$ cat src/rtl/vga_pkg.sv
// Shared timing defaults, sync bundle type and colour-bar helpers for the VGA scan path.
package vga_pkg;

  localparam int H_ACTIVE_DEF = 640;
  localparam int H_FP_DEF     = 16;
  localparam int H_SYNC_DEF   = 96;
  localparam int H_BP_DEF     = 48;
  localparam int V_ACTIVE_DEF = 480;
  localparam int V_FP_DEF     = 10;
  localparam int V_SYNC_DEF   = 2;
  localparam int V_BP_DEF     = 33;
  localparam int PIX_LAT_DEF  = 0;

  typedef struct packed {
    logic hs;
    logic vs;
    logic active;
  } sync_t;

  // Value the sync pipeline holds while nothing valid has been scanned yet.
  localparam sync_t SYNC_IDLE = '{hs: 1'b1, vs: 1'b1, active: 1'b0};

  function automatic int h_total(input int active, input int fp, input int sync, input int bp);
    return active + fp + sync + bp;
  endfunction

  function automatic int v_total(input int active, input int fp, input int sync, input int bp);
    return active + fp + sync + bp;
  endfunction

  // Column to bar number, eight bars of 80 pixels each.
  function automatic logic [2:0] bar_index(input logic [9:0] x);
    if (x < 10'd80) begin
      return 3'd0;
    end else if (x < 10'd160) begin
      return 3'd1;
    end else if (x < 10'd240) begin
      return 3'd2;
    end else if (x < 10'd320) begin
      return 3'd3;
    end else if (x < 10'd400) begin
      return 3'd4;
    end else if (x < 10'd480) begin
      return 3'd5;
    end else if (x < 10'd560) begin
      return 3'd6;
    end else begin
      return 3'd7;
    end
  endfunction

  function automatic logic [23:0] bar_colour(input logic [2:0] idx);
    case (idx)
      3'd0:    return 24'hFFFFFF;
      3'd1:    return 24'hFFFF00;
      3'd2:    return 24'h00FFFF;
      3'd3:    return 24'h00FF00;
      3'd4:    return 24'hFF00FF;
      3'd5:    return 24'hFF0000;
      3'd6:    return 24'h0000FF;
      default: return 24'h000000;
    endcase
  endfunction

endpackage

$ cat src/rtl/vga_delay_line.sv
// Fixed-depth shift register that resets to a programmable idle word; DEPTH=0 degenerates to a wire.
module vga_delay_line #(
  parameter int               WIDTH = 1,
  parameter int               DEPTH = 0,
  parameter logic [WIDTH-1:0] IDLE  = '0
) (
  input  logic             clk,
  input  logic             rst_n,
  input  logic [WIDTH-1:0] d,
  output logic [WIDTH-1:0] q
);

  generate
    if (DEPTH == 0) begin : g_wire
      logic unused_s;
      assign unused_s = clk ^ rst_n;
      assign q = d;
    end else begin : g_pipe
      logic [WIDTH-1:0] stage_r [DEPTH];

      // Shift stage by stage; reset refills every stage with the idle word.
      always_ff @(posedge clk or negedge rst_n) begin
        if (!rst_n) begin
          for (int i = 0; i < DEPTH; i++) begin
            stage_r[i] <= IDLE;
          end
        end else begin
          stage_r[0] <= d;
          for (int i = 1; i < DEPTH; i++) begin
            stage_r[i] <= stage_r[i-1];
          end
        end
      end

      assign q = stage_r[DEPTH-1];
    end
  endgenerate

endmodule

$ cat src/rtl/vga_scan_ctrl.sv
// 640x480@60 raster timing generator with a registered, sync-aligned VGA DAC output stage.
// Build macro VGA_TEST_PATTERN_EN replaces i_rgb with eight vertical colour bars.
module vga_scan_ctrl
  import vga_pkg::*;
#(
  parameter int H_ACTIVE = H_ACTIVE_DEF,
  parameter int H_FP     = H_FP_DEF,
  parameter int H_SYNC   = H_SYNC_DEF,
  parameter int H_BP     = H_BP_DEF,
  parameter int V_ACTIVE = V_ACTIVE_DEF,
  parameter int V_FP     = V_FP_DEF,
  parameter int V_SYNC   = V_SYNC_DEF,
  parameter int V_BP     = V_BP_DEF,
  parameter int PIX_LAT  = PIX_LAT_DEF
) (
  input  logic        i_clk,
  input  logic        i_rst_n,
  output logic [9:0]  o_x,
  output logic [8:0]  o_y,
  output logic        o_active,
  input  logic [23:0] i_rgb,
  output logic [7:0]  o_vga_r,
  output logic [7:0]  o_vga_g,
  output logic [7:0]  o_vga_b,
  output logic        o_vga_hs,
  output logic        o_vga_vs,
  output logic        o_vga_blank_n,
  output logic        o_vga_sync_n,
  output logic        o_frame_start
);

  localparam int H_TOTAL = h_total(H_ACTIVE, H_FP, H_SYNC, H_BP);
  localparam int V_TOTAL = v_total(V_ACTIVE, V_FP, V_SYNC, V_BP);

  localparam logic [9:0] H_LAST   = 10'(H_TOTAL - 1);
  localparam logic [9:0] V_LAST   = 10'(V_TOTAL - 1);
  localparam logic [9:0] H_ACT    = 10'(H_ACTIVE);
  localparam logic [9:0] V_ACT    = 10'(V_ACTIVE);
  localparam logic [9:0] HS_START = 10'(H_ACTIVE + H_FP);
  localparam logic [9:0] HS_STOP  = 10'(H_ACTIVE + H_FP + H_SYNC);
  localparam logic [9:0] VS_START = 10'(V_ACTIVE + V_FP);
  localparam logic [9:0] VS_STOP  = 10'(V_ACTIVE + V_FP + V_SYNC);

  logic [9:0]  h_cnt_r;
  logic [9:0]  v_cnt_r;
  logic [9:0]  h_next_s;
  logic [9:0]  v_next_s;
  sync_t       sync_s;
  sync_t       sync_dly_s;
  logic [23:0] colour_s;
  logic [23:0] pix_rgb_s;
  logic [23:0] rgb_r;
  logic        hs_r;
  logic        vs_r;
  logic        blank_n_r;
  logic        frame_start_r;

  // Next raster position: h wraps every line, v steps only on that wrap.
  always_comb begin
    h_next_s = h_cnt_r + 10'd1;
    v_next_s = v_cnt_r;
    if (h_cnt_r == H_LAST) begin
      h_next_s = 10'd0;
      if (v_cnt_r == V_LAST) begin
        v_next_s = 10'd0;
      end else begin
        v_next_s = v_cnt_r + 10'd1;
      end
    end else begin
      h_next_s = h_cnt_r + 10'd1;
      v_next_s = v_cnt_r;
    end
  end

  // Raster position registers.
  always_ff @(posedge i_clk or negedge i_rst_n) begin
    if (!i_rst_n) begin
      h_cnt_r <= 10'd0;
      v_cnt_r <= 10'd0;
    end else begin
      h_cnt_r <= h_next_s;
      v_cnt_r <= v_next_s;
    end
  end

  // Region decode of the current position (sync pulses are active-low).
  always_comb begin
    sync_s.active = (h_cnt_r < H_ACT) && (v_cnt_r < V_ACT);
    sync_s.hs     = ~((h_cnt_r >= HS_START) && (h_cnt_r < HS_STOP));
    sync_s.vs     = ~((v_cnt_r >= VS_START) && (v_cnt_r < VS_STOP));
  end

  assign o_active = sync_s.active;
  assign o_x      = sync_s.active ? h_cnt_r : 10'd0;
  assign o_y      = sync_s.active ? v_cnt_r[8:0] : 9'd0;

  // Timing flags travel alongside the ROM latency so they meet their colour at the pins.
  vga_delay_line #(
    .WIDTH ($bits(sync_t)),
    .DEPTH (PIX_LAT),
    .IDLE  (SYNC_IDLE)
  ) u_sync_dly (
    .clk   (i_clk),
    .rst_n (i_rst_n),
    .d     (sync_s),
    .q     (sync_dly_s)
  );

`ifdef VGA_TEST_PATTERN_EN
  logic [2:0]  bar_s;
  logic [2:0]  bar_dly_s;
  logic [23:0] unused_rgb_s;

  assign bar_s        = bar_index(h_cnt_r);
  assign unused_rgb_s = i_rgb;

  vga_delay_line #(
    .WIDTH (3),
    .DEPTH (PIX_LAT),
    .IDLE  (3'd0)
  ) u_bar_dly (
    .clk   (i_clk),
    .rst_n (i_rst_n),
    .d     (bar_s),
    .q     (bar_dly_s)
  );

  assign colour_s = bar_colour(bar_dly_s);
`else
  assign colour_s = i_rgb;
`endif

  // Blanking overrides whatever colour the source presents.
  always_comb begin
    pix_rgb_s = 24'd0;
    if (sync_dly_s.active) begin
      pix_rgb_s = colour_s;
    end else begin
      pix_rgb_s = 24'd0;
    end
  end

  // Output register stage feeding the DAC pins.
  always_ff @(posedge i_clk or negedge i_rst_n) begin
    if (!i_rst_n) begin
      rgb_r         <= 24'd0;
      hs_r          <= 1'b1;
      vs_r          <= 1'b1;
      blank_n_r     <= 1'b0;
      frame_start_r <= 1'b0;
    end else begin
      rgb_r         <= pix_rgb_s;
      hs_r          <= sync_dly_s.hs;
      vs_r          <= sync_dly_s.vs;
      blank_n_r     <= sync_dly_s.active;
      frame_start_r <= (h_cnt_r == 10'd0) && (v_cnt_r == 10'd0);
    end
  end

  assign o_vga_r       = rgb_r[23:16];
  assign o_vga_g       = rgb_r[15:8];
  assign o_vga_b       = rgb_r[7:0];
  assign o_vga_hs      = hs_r;
  assign o_vga_vs      = vs_r;
  assign o_vga_blank_n = blank_n_r;
  assign o_vga_sync_n  = 1'b0;
  assign o_frame_start = frame_start_r;

endmodule

$ cat config.mk
export PLATFORM = sky130hd
export DESIGN_NAME = vga_scan_ctrl
export DESIGN_NICKNAME = d
export VERILOG_FILES = /design/src/rtl/vga_pkg.sv /design/src/rtl/vga_delay_line.sv /design/src/rtl/vga_scan_ctrl.sv
export SDC_FILE = /design/constraint.sdc
export NUM_CORES = 1
export LEC_CHECK = 0
export ABC_AREA = 1
export ABC_CLOCK_PERIOD_IN_PS = 1800
export CAP_MARGIN = 30
export CORE_MARGIN = 1.5
export CORE_UTILIZATION = 45
export DETAILED_ROUTE_END_ITERATION = 16
export PLACE_DENSITY = 0.86
export SLEW_MARGIN = 20
export SYNTH_ARGS = -nofsm -noshare
export SYNTH_HDL_FRONTEND = slang
export SYNTH_SLANG_ARGS = --single-unit
$ cat constraint.sdc
create_clock -name i_clk -period 1.8 [get_ports i_clk]
set_input_delay 0.18 -clock i_clk [delete_from_list [all_inputs] [get_ports i_clk]]
set_output_delay 0.18 -clock i_clk [all_outputs]
set_load 0.005 [all_outputs]
==> results of run 1 <==
-- cells in the mapped netlist (all sizes together) --
cell,number,area [um^2]
nor2,68,280.3
inv,54,202.7
dfrtp,46,1151
nand2,32,122.6
o21ai,14,70.07
nand3,11,60.06
nand4,11,68.82
xor2,7,61.31
buf,6,48.80
nor3,5,25.02
ha,4,50.05
dfstp,2,52.55
a211o,1,8.760
a21oi,1,5.000
conb,1,3.750
nor4,1,6.260
-- kinds of logic after synthesis --
logic type / after synthesis
AND/OR/NAND/NOR: 128
buffers and inverters: 60
flip-flops: 48
AO/OA/AOI/OAI: 16
XOR/XNOR: 7
adder cells (fa/ha/maj): 4
other: 1
-- how the worst min path moves through the flow --
stage               endpoint  slack (ps)    start
2_1_floorplan     h_cnt_r[0]        -120  i_rst_n
3_3_place_gp   o_vga_blank_n          70  i_rst_n
3_5_place_dp   o_vga_blank_n          80  i_rst_n
4_1_cts           v_cnt_r[8]         300  i_rst_n
5_1_grt        o_vga_blank_n         310  i_rst_n
6_report       o_vga_blank_n         290  i_rst_n
-- final cells by class --
class                   count  area share, %
flip-flops and latches     48          37.10
repair buffers             96          26.38
multi-input cells         156          24.57
inverters                  54          6.672
well taps                  67          2.584
clock buffers               5          2.121
clock inverters             2         0.3857
repair inverters            1         0.1928
-- metrics by stage --
| stage | hold slack [ps] | cells | TNS [ps] | worst slack [ps] |
|---|---|---|---|---|
| 2_1_floorplan | -115.6 | 264 | 0 | 428.7 |
| 3_3_place_gp | 73.34 | 414 | 0 | 60.99 |
| 3_5_place_dp | 78.93 | 414 | 0 | 28.27 |
| 4_1_cts | 296.8 | 428 | 0 | 24.42 |
| 5_1_grt | 314.4 | 429 | -37.65 | -19.54 |
| 6_report | 293.3 | 429 | 0 | 64.08 |
-- worst max-delay path: cells and delay by family, from the launching register on --
family | cells | cell delay, ps
simple gates | 4 | 380
flops | 1 | 430
buf+inv | 2 | 450
-- power by group --
part / internal [mW] / switching (mW)
logic: 0.106 / 0.0585
clock network: 0.263 / 0.344
registers: 1.10 / 0.00693
-- state kept, by name, summed over array words and instances (netlist names) --
register and cells:
h_cnt_r 10, rgb_r 24, o_vga_hs 1, o_vga_vs 1, o_frame_start 1, v_cnt_r 10, o_vga_blank_n 1
-- per-layer routing --
layer,share of wire [%],vias up,routed length (um)
met1,41,909,2182
li1,-,992,-
met5,0,-,0
met4,0.77,0,41
met3,8.5,6,454
met2,50,83,2670
-- timing repair --
action,4_1_cts,5_1_grt
hold buffers,1,0
pin swaps,2,1
setup endpoints to repair,20,20
buffers inserted,5,1
resized for setup,30,20
gates cloned,1,0
hold endpoints to repair,9,0
==> out/metrics.yaml, run 1 <==
cts_buffer_depth: 2
vdd.ir_drop.worst_uv: 478.8
register_area_mm2: 0.001204
cts_max_level: 2
globalRouteTotalUtil_pct: 21.97
dpl.hpwl_mm: 4.033
first_global_vias: 1884
global_route.usage.met3_pct: 6.492
initial_utilization_pct: 46.94
post_synth_xor_area_fraction_pct: 2.765
global_route.usage.met2_pct: 36.77
final_max_slew_viol_count: 0
placed_area_mm2: 0.003098
cp_data_required_time_ps: 1620
critPathKind: "reg2out"
most-common-layout-cells: "58 x sky130_fd_sc_hd__nor2_1, 52 x sky130_fd_sc_hd__inv_1, 52 x sky130_fd_sc_hd__clkdlybuf4s50_1"
mostFrequentLayoutCell: "sky130_fd_sc_hd__nor2_1"
synth.ff_latch_count: 48
grt_antenna_before_repair: 0
chipHeight_um: 73.19
num-fill-cells: 357
globalRouteMet1Util_pct: 27.71
antenna_cell_count: 0
critical_path.reg2reg.startpoint: "v_cnt_r[0]"
first_pass_iters: 4
cp-start-kind: "flip-flop"
synth.yosys.warnings: 0
design.final.nets: 392
crit_path_end_kind: "primary output"
vias: 1990
stdcell_area_mm2: 0.003244
worst_setup_path_endpoint: "o_y[0]"
worstReg2RegEnd: "v_cnt_r[2]"
timing.critical_path.cells: "nand2_2 -> nand3_2 -> nor2_4 -> bufinv_8 -> nor2_2 -> dlygate4sd2_1"
combinational_family_with_the_most_area_after_synthesis: "simple AND/OR/NAND/NOR gates"
final.period_utilization_pct: 96.44
clock_skew_ps: 4.829
count_of_final_setup_violators: 0
post_synth_num_cell_types: 22
cts_buffers: 5
cpMaxStageDelayCell: "sky130_fd_sc_hd__dfrtp_1"
hold_path.class: "in2async"
cell_area_after_synthesis_mm2: 0.002217
tritoncts: "done"
post_synthesis_net_count: 294
grt_most_used_layer: "met2"
muxShareOfSynthArea_pct: 0
clk-insertion-delay-late_ps: 290
grt_max_degree: 23
area_delta_synth_final_pct: 46.33
portBuffers: 73
synth_sequential_area_ratio_pct: 54.29
detail_route.wirelength_mm: 5.348
total_power_mw: 1.884
global_route.overflow_total: 0
max_freq_mhz: 576.1
timing.critical_path.slowest_cell_delay_ps: 430
route.detailed.wl_per_inst_um: 12.47
drt-initial-drc-count: 131
clock-sinks: 48
clkTransAtPathRegs_ps: 90
reg2regPathDepth: 8
fp.dieW_um: 73.19
final_layout_size_suffix_gt1_share_pct: 16.02
finalHoldViolations: 0
synth-compound-area-share_pct: 3.781
syn-mean-instance-area_um2: 8.398
power_per_cell_area_mw_per_mm2: 580.6
vias_per_cell: 4.639
final_core_util_pct: 68.69
row_count: 25
multi_input_comb_area_um2: 797.0
r2r_slack_ps: 220
power_leakage_nw: 1.615
num_io_pins: 75
timing.critical_path.from: "h_cnt_r[9]"
rsz0062_at_grt: "true"
maxCapViolCount: 0
result_of_the_run: "finished, final reports clean"
final_critical_delay_including_setup_and_external_delays_ps: 1736
critical_path_peak_fanout: 11
antenna_left: 0
gpl.final_weighted_congestion: 0.9603
clock-root-buffer: "sky130_fd_sc_hd__clkbuf_8"
synth_adder_area_share_pct: 2.257
netlist_instances: 264
cp.arrival_ps: 1560
route.detailed.drc: 0
first_pass_grt_wire_length_mm: 8.783
synth-simple-area-share_pct: 25.40
die_area_mm2: 0.005357
core_mm2: 0.004723
(Power assumes the default switching activity.)
==> run 2: changes to the inputs <==
--- a/config.mk
+++ b/config.mk
@@ -12,6 +12,7 @@
 export CORE_UTILIZATION = 45
 export DETAILED_ROUTE_END_ITERATION = 16
 export PLACE_DENSITY = 0.86
+export SKIP_LAST_GASP = 1
 export SLEW_MARGIN = 20
 export SYNTH_ARGS = -nofsm -noshare
 export SYNTH_HDL_FRONTEND = slang
==> out/metrics.yaml, run 2 (synthesis gave the netlist of run 1 again) <==
chipHeight_um: 73.19  # unchanged
clk-insertion-delay-late_ps: 290  # about the same
rsz0062_at_grt: "false"
placed_area_mm2: 0.003098  # unchanged
critPathKind: "reg2out"
cp_data_required_time_ps: 1620  # about the same
globalRouteTotalUtil_pct: 21.88  # -0.088 points
die_area_mm2: 0.005357  # unchanged
first_pass_iters: 7  # +3
final_layout_size_suffix_gt1_share_pct: 14.60  # -1.4 points
vdd.ir_drop.worst_uv: 478.4  # about the same
drt-initial-drc-count: 148  # +13%
grt_antenna_before_repair: 0  # unchanged
clock-root-buffer: "sky130_fd_sc_hd__clkbuf_8"
gpl.final_weighted_congestion: 0.9603  # unchanged
cts_max_level: 2  # unchanged
clkTransAtPathRegs_ps: 80  # about the same
largest_register: "rgb_r"
stdcell_area_mm2: 0.003312  # +2.1%
crit_path_end_kind: "primary output"
cp.arrival_ps: 1490  # -70 ps
largest_register_ff_count: 24  # unchanged
design.final.nets: 393  # +0.26%
mostFrequentLayoutCell: "sky130_fd_sc_hd__nor2_1"
route.detailed.wl_per_inst_um: 12.57  # +0.83%
cp-start-kind: "flip-flop"
route.detailed.drc: 0  # unchanged
first_global_vias: 1864  # -1.1%
hold_path.class: "in2async"
maxCapViolCount: 0  # unchanged
vias: 1991  # +0.050%
row_count: 25  # unchanged
most-common-layout-cells: "60 x sky130_fd_sc_hd__nor2_1, 52 x sky130_fd_sc_hd__clkdlybuf4s50_1, 51 x sky130_fd_sc_hd__inv_1"
portBuffers: 73  # unchanged
clock-sinks: 48  # unchanged
first_pass_grt_wire_length_mm: 8.735  # -0.55%
antenna_cell_count: 0  # unchanged
tritoncts: "done"
max_freq_mhz: 597.4  # +3.7%
power_per_cell_area_mw_per_mm2: 567.0  # -2.3%
count_of_final_setup_violators: 0  # unchanged
final_critical_delay_including_setup_and_external_delays_ps: 1674  # -62.11 ps
final_max_slew_viol_count: 0  # unchanged
area_delta_synth_final_pct: 49.38
final.period_utilization_pct: 92.99  # -3.5 points
clock_skew_ps: 3.033  # -1.795 ps
cts_buffers: 5  # unchanged
total_power_mw: 1.878  # -0.31%
critical_path_peak_fanout: 11  # unchanged
core_mm2: 0.004723  # unchanged
num_io_pins: 75  # unchanged
antenna_left: 0  # unchanged
vias_per_cell: 4.630  # -0.18%
detail_route.wirelength_mm: 5.405  # +1.1%
cts_buffer_depth: 2  # unchanged
result_of_the_run: "finished, final reports clean"
reg_top3: "rgb_r (24), h_cnt_r (10), v_cnt_r (10)"
grt_max_degree: 23  # unchanged
initial_utilization_pct: 46.94  # unchanged
fp.dieW_um: 73.19  # unchanged
dpl.hpwl_mm: 4.033  # unchanged
num-fill-cells: 344  # -3.6%
power_leakage_nw: 1.826  # +13%
finalHoldViolations: 0  # unchanged
global_route.overflow_total: 0  # unchanged
==> run 2: path summary, 6_finish.rpt <==
kind                             from  slack (ps)  cells past startpoint          to
setup / recovery           h_cnt_r[9]         130                      6      o_y[1]
hold / removal                i_rst_n         300                      2  h_cnt_r[5]
setup reg to reg           v_cnt_r[0]         210                      8  v_cnt_r[2]
hold reg to reg            v_cnt_r[9]         540                      2  v_cnt_r[9]
max in group asynchronous     i_rst_n         940                      3    rgb_r[2]
min in group i_clk          i_rgb[19]         400                      3   rgb_r[19]
==> run 2: report_power, final <==
group	switching, mW	internal [mW]	total, mW
Clock	0.339	0.263	0.602
Sequential	0.00695	1.10	1.11
Combinational	0.0584	0.106	0.164
==> run 2: metrics by stage <==
| stage | setup WS [ps] | hold slack, ps | setup TNS [ps] | util [%] | instances |
|---|---|---|---|---|---|
| after floorplan | 428.7 | -115.6 | 0 | - | 264 |
| after global placement | 60.99 | 73.34 | 0 | 65.59 | 414 |
| after detailed placement | 28.27 | 78.93 | 0 | 65.59 | 414 |
| after CTS | -219.2 | 296.8 | -3352 | 69.14 | 428 |
| after global routing | 30.97 | 314.4 | 0 | 70.12 | 430 |
| final | 126.2 | 297.1 | 0 | 70.12 | 430 |
==> run 2: final cells by class <==
class / instances / area (um^2) / area share, %
clock inverter: 2 / 12.51 / 0.3778
tap: 67 / 83.83 / 2.531
multi-input combinational: 156 / 784.5 / 23.69
clock buffer: 5 / 68.82 / 2.078
timing repair inverter: 1 / 6.256 / 0.1889
inverter: 54 / 216.5 / 6.536
sequential: 48 / 1204 / 36.34
timing repair buffer: 97 / 935.9 / 28.26
==> run 2: layer usage <==
| layer | vias up | wire length [um] | global-route usage, % |
|---|---|---|---|
| met1 | 918 | 2227 | 27.71 |
| met5 | - | 0 | 0 |
| met4 | 0 | 42 | 5.870 |
| met2 | 78 | 2713 | 36.57 |
| li1 | 991 | - | - |
| met3 | 4 | 421 | 6.354 |
==> run 2: critical path, stage by stage (launching register included) <==
cell and delay [ps]:
sky130_fd_sc_hd__dfrtp_1 430, sky130_fd_sc_hd__nand2_2 100, sky130_fd_sc_hd__nand3_2 100, sky130_fd_sc_hd__nor2_4 110
sky130_fd_sc_hd__bufinv_8 210, sky130_fd_sc_hd__nor2_1 120, sky130_fd_sc_hd__clkbuf_2 130
==> run 2: what timing repair did <==
item	4_1_cts	5_1_grt
pin swaps	2	2
hold endpoints to repair	9	0
endpoints found under the setup margin	20	21
hold buffers	1	0
buffers inserted	5	2
gates cloned	1	0
resized for setup	12	24
==> run 3: changes to the inputs <==
--- a/config.mk
+++ b/config.mk
@@ -5,7 +5,7 @@
 export SDC_FILE = /design/constraint.sdc
 export NUM_CORES = 1
 export LEC_CHECK = 0
-export ABC_AREA = 1
+export ABC_AREA = 0
 export ABC_CLOCK_PERIOD_IN_PS = 1800
 export CAP_MARGIN = 30
 export CORE_MARGIN = 1.5
==> out/metrics.yaml, run 3 <==
result_of_the_run: "finished with violations"
violations: "negative setup slack"
route.detailed.drc: 0  # unchanged
cp.arrival_ps: 1660  # +170 ps
reg_top3: "rgb_r (24), h_cnt_r (10), v_cnt_r (10)"
power_per_cell_area_mw_per_mm2: 610.7  # +7.7%
final.period_utilization_pct: 102.3  # +9.3 points
wl_met3_um: 382  # -9.3%
critPathKind: "reg2out"
first_pass_grt_wire_length_mm: 8.335  # -4.6%
critical_path_buf_inv_count: 3  # +1
muxShareOfSynthArea_pct: 0.4564  # +0.46 points
dpl.hpwl_mm: 3.595  # -11%
worst_path_dominant_cell_family: "simple AND/OR/NAND/NOR gates"
num_io_pins: 75  # unchanged
synth.area.top_cells: "sky130_fd_sc_hd__dfrtp_1 52%, sky130_fd_sc_hd__and2_1 11%, sky130_fd_sc_hd__dfstp_2 2.4%"
clock-root-buffer: "sky130_fd_sc_hd__clkbuf_8"
timing.critical_path.slowest_cell_delay_ps: 390  # -40 ps
detail_route.wirelength_mm: 5.434  # +0.54%
synth_adder_area_share_pct: 2.282  # +0.024 points
vias: 1780  # -11%
synthFlopType: "sky130_fd_sc_hd__dfrtp_1"
synthTopCellsByCount: "46 x sky130_fd_sc_hd__dfrtp_1, 38 x sky130_fd_sc_hd__and2_1, 11 x sky130_fd_sc_hd__nand2_1"
largest_register: "rgb_r"
clkTransAtPathRegs_ps: 80  # about the same
vias_per_cell: 4.944  # +6.8%
synth_top_area_share_pct: 52.48  # +0.56 points
clock_skew_ps: 7.881  # +4.847 ps
netlist_instances: 196  # -26%
final_layout_size_suffix_gt1_share_pct: 26.28  # +12 points
chipHeight_um: 72.82  # -0.51%
num-fill-cells: 330  # -4.1%
largest_register_ff_count: 24  # unchanged
globalRouteTotalUtil_pct: 21.13  # -0.75 points
cts_max_level: 2  # unchanged
route.detailed.wl_per_inst_um: 15.09  # +20%
finalHoldViolations: 0  # unchanged
row_count: 25  # unchanged
cpMaxStageDelayCell: "sky130_fd_sc_hd__dfrtp_1"
detailroute.wirelength.met2_mm: 2.581  # -4.9%
synth-simple-area-share_pct: 28.81  # +3.4 points
global_route.overflow_total: 0  # unchanged
drt-initial-drc-count: 55  # -63%
design.final.nets: 322  # -18%
worst_setup_path_endpoint: "o_x[4]"
die_area_mm2: 0.005302  # -1.0%
first_global_vias: 1723  # -7.6%
met1Wirelength_mm: 2.391  # +7.4%
antenna_cell_count: 0  # unchanged
asyncSetResetFlopFracSynth_pct: 100.0  # unchanged
total_power_mw: 2.009  # +7.0%
count_of_final_setup_violators: 2  # +2
worstSetupPathDepth: 6  # unchanged
r2r_slack_ps: 70  # -140 ps
seqPwrFrac_pct: 55.3  # -3.9 points
gpl.final_weighted_congestion: 0.8608  # -10%
initial_utilization_pct: 46.44  # -0.50 points
final_max_slew_viol_count: 0  # unchanged
mostFrequentLayoutCell: "sky130_fd_sc_hd__clkdlybuf4s50_1"
post_synth_num_cell_types: 46  # +110%
timing.critical_path.from: "v_cnt_r[7]"
maxSlewHeadroom_pct: 60.56
cp_data_required_time_ps: 1620  # about the same
critical_path.reg2reg.startpoint: "h_cnt_r[0]"
syn-mean-instance-area_um2: 11.19  # +33%
grt_antenna_before_repair: 0  # unchanged
synth_largest_area_cell: "sky130_fd_sc_hd__dfrtp_1"
antenna_left: 0  # unchanged
post_synthesis_net_count: 226  # -23%
placed_area_mm2: 0.003063  # -1.1%
power_leakage_nw: 1.514  # -17%
cp-start-kind: "flip-flop"
worst-slew-pin-transition_ps: 591.6
route.top_layer_used: "met4"
reg2regPathDepth: 5  # -3
instances_no_fill: 360  # -16%
first_pass_iters: 4  # -3
power_frac_clock_pct: 37.0  # +4.9 points
worst_case_setup_margin_in_the_final_layout_ps: -41.04  # -167.2 ps
post-synth-top-count-cell: "sky130_fd_sc_hd__dfrtp_1"
vdd.ir_drop.worst_uv: 306.5  # -36%
hold_path.class: "in2reg"
cts_buffer_depth: 2  # unchanged
post_synth_xor_area_fraction_pct: 3.594  # +0.83 points
maxCapViolCount: 0  # unchanged
share_of_total_power_in_combinational_logic_pct: 7.7  # -1.1 points
tritoncts: "done"
synth_edf_count: 0  # unchanged
synth-compound-area-share_pct: 4.792  # +1.0 points
timing.critical_path.cells: "and4_4 -> nor3_4 -> buf_6 -> buf_12 -> and2_4 -> clkdlybuf4s15_1"
max_freq_mhz: 543.2  # -9.1%
final_core_util_pct: 69.67  # -0.45 points
clk-insertion-delay-late_ps: 290  # about the same
switching_share_pct: 19.26  # -2.3 points
cell_area_after_synthesis_mm2: 0.002193  # -1.1%
portBuffers: 73  # unchanged
synth.ff_latch_count: 48  # unchanged
grt_max_degree: 49  # +110%
combinational_family_with_the_most_area_after_synthesis: "simple AND/OR/NAND/NOR gates"
core_mm2: 0.004723  # unchanged
place_inst: 342  # -17%
synth_sequential_area_ratio_pct: 54.88  # +0.59 points
most-common-layout-cells: "52 x sky130_fd_sc_hd__clkdlybuf4s50_1, 46 x sky130_fd_sc_hd__dfrtp_1, 32 x sky130_fd_sc_hd__and2_1"
total_switching_power_mw: 0.3870  # -4.2%
finalHoldWorstSlack_ps: 438.8  # +141.6 ps
synth.yosys.warnings: 0  # unchanged
stdcell_area_mm2: 0.003291  # -0.64%
worstReg2RegEnd: "v_cnt_r[7]"
area_delta_synth_final_pct: 50.03
critical_path_peak_fanout: 5  # -6
intPower_mw: 1.622  # +10%
fp.dieW_um: 72.82  # -0.51%
final_critical_delay_including_setup_and_external_delays_ps: 1841  # +167.2 ps
clock-sinks: 48  # unchanged
cts_buffers: 5  # unchanged
rsz0062_at_grt: "true"
crit_path_end_kind: "primary output"
[run 3: cell count changes in the layout (fill, tap and decap cells not counted), moves of 5 or more]
cell / change
sky130_fd_sc_hd__and2_1: +32
sky130_fd_sc_hd__and2_4: +6
sky130_fd_sc_hd__buf_2: +15
sky130_fd_sc_hd__dlymetal6s2s_1: -17
sky130_fd_sc_hd__inv_1: -45
sky130_fd_sc_hd__nand2_1: -19
sky130_fd_sc_hd__nand4_1: -6
sky130_fd_sc_hd__nor2_1: -56
sky130_fd_sc_hd__nor2_2: -5
sky130_fd_sc_hd__o21ai_0: -6
[run 3: logic make-up after synthesis]
kind of cell,Yosys count
DFF,48
adders and majority gates,4
buffers and inverters,18
other,1
AOI/OAI and AO/OA,18
muxes,1
xor gates and xnor gates,9
and+or+nand+nor,97
[run 3: worst register-to-register path, stage by stage, from the launching register on]
cell and delay (ps):
sky130_fd_sc_hd__dfrtp_1 430, sky130_fd_sc_hd__ha_1 250, sky130_fd_sc_hd__and4_4 290, sky130_fd_sc_hd__and4b_4 360
sky130_fd_sc_hd__nand4_1 140, sky130_fd_sc_hd__xnor2_1 140
[run 3: power by group through the flow]
stage | clock network (mW) | registers (mW) | logic, mW
2_1_floorplan | 0 | 1.14 | 0.0192
3_3_place_gp | 0 | 1.13 | 0.151
3_5_place_dp | 0 | 1.13 | 0.153
4_1_cts | 0.765 | 1.11 | 0.155
5_1_grt | 0.803 | 1.11 | 0.169
6_report | 0.743 | 1.11 | 0.154
[run 3: final cells by class]
class	instances	area (um^2)	share of cell area, %
sequential	48	1204	36.58
multi-input combinational	130	945.9	28.75
inverter	6	22.52	0.6844
tap	67	83.83	2.548
clock inverter	2	35.03	1.065
timing repair buffer	101	927.1	28.17
clock buffer	6	72.57	2.205
[run 3: what timing repair did]
item / in CTS / in global routing
resized for setup: 72 / 25
cloned: 2 / 0
setup buffers: 6 / 2
hold buffers: 1 / 0
endpoints found under the setup margin: 20 / 29
pin swaps: 2 / 2
endpoints found under the hold margin: 46 / 0
[run 3: metrics by stage]
step           setup slack (ps)  TNS, ps
2_1_floorplan             313.4        0
3_3_place_gp             -25.49   -73.84
3_5_place_dp             -43.55   -260.1
5_1_grt                  -108.5   -511.9
6_report                 -41.04   -75.38
4_1_cts                  -134.8    -1070
[run 3: layer usage]
metal	up-vias	global-route usage, %
li1	858	-
met1	842	26.08
met2	73	35.58
met3	7	5.249
met4	0	8.386
met5	-	0
[run 3: worst min-delay path by stage]
stage / startpoint / end / depth (start not counted)
floorplan: i_rst_n / h_cnt_r[0] / 0
global placement: i_rst_n / rgb_r[8] / 2
detailed placement: i_rst_n / rgb_r[10] / 2
CTS: i_rgb[22] / rgb_r[22] / 2
global route: i_rgb[7] / rgb_r[7] / 2
finish: i_rgb[21] / rgb_r[21] / 2
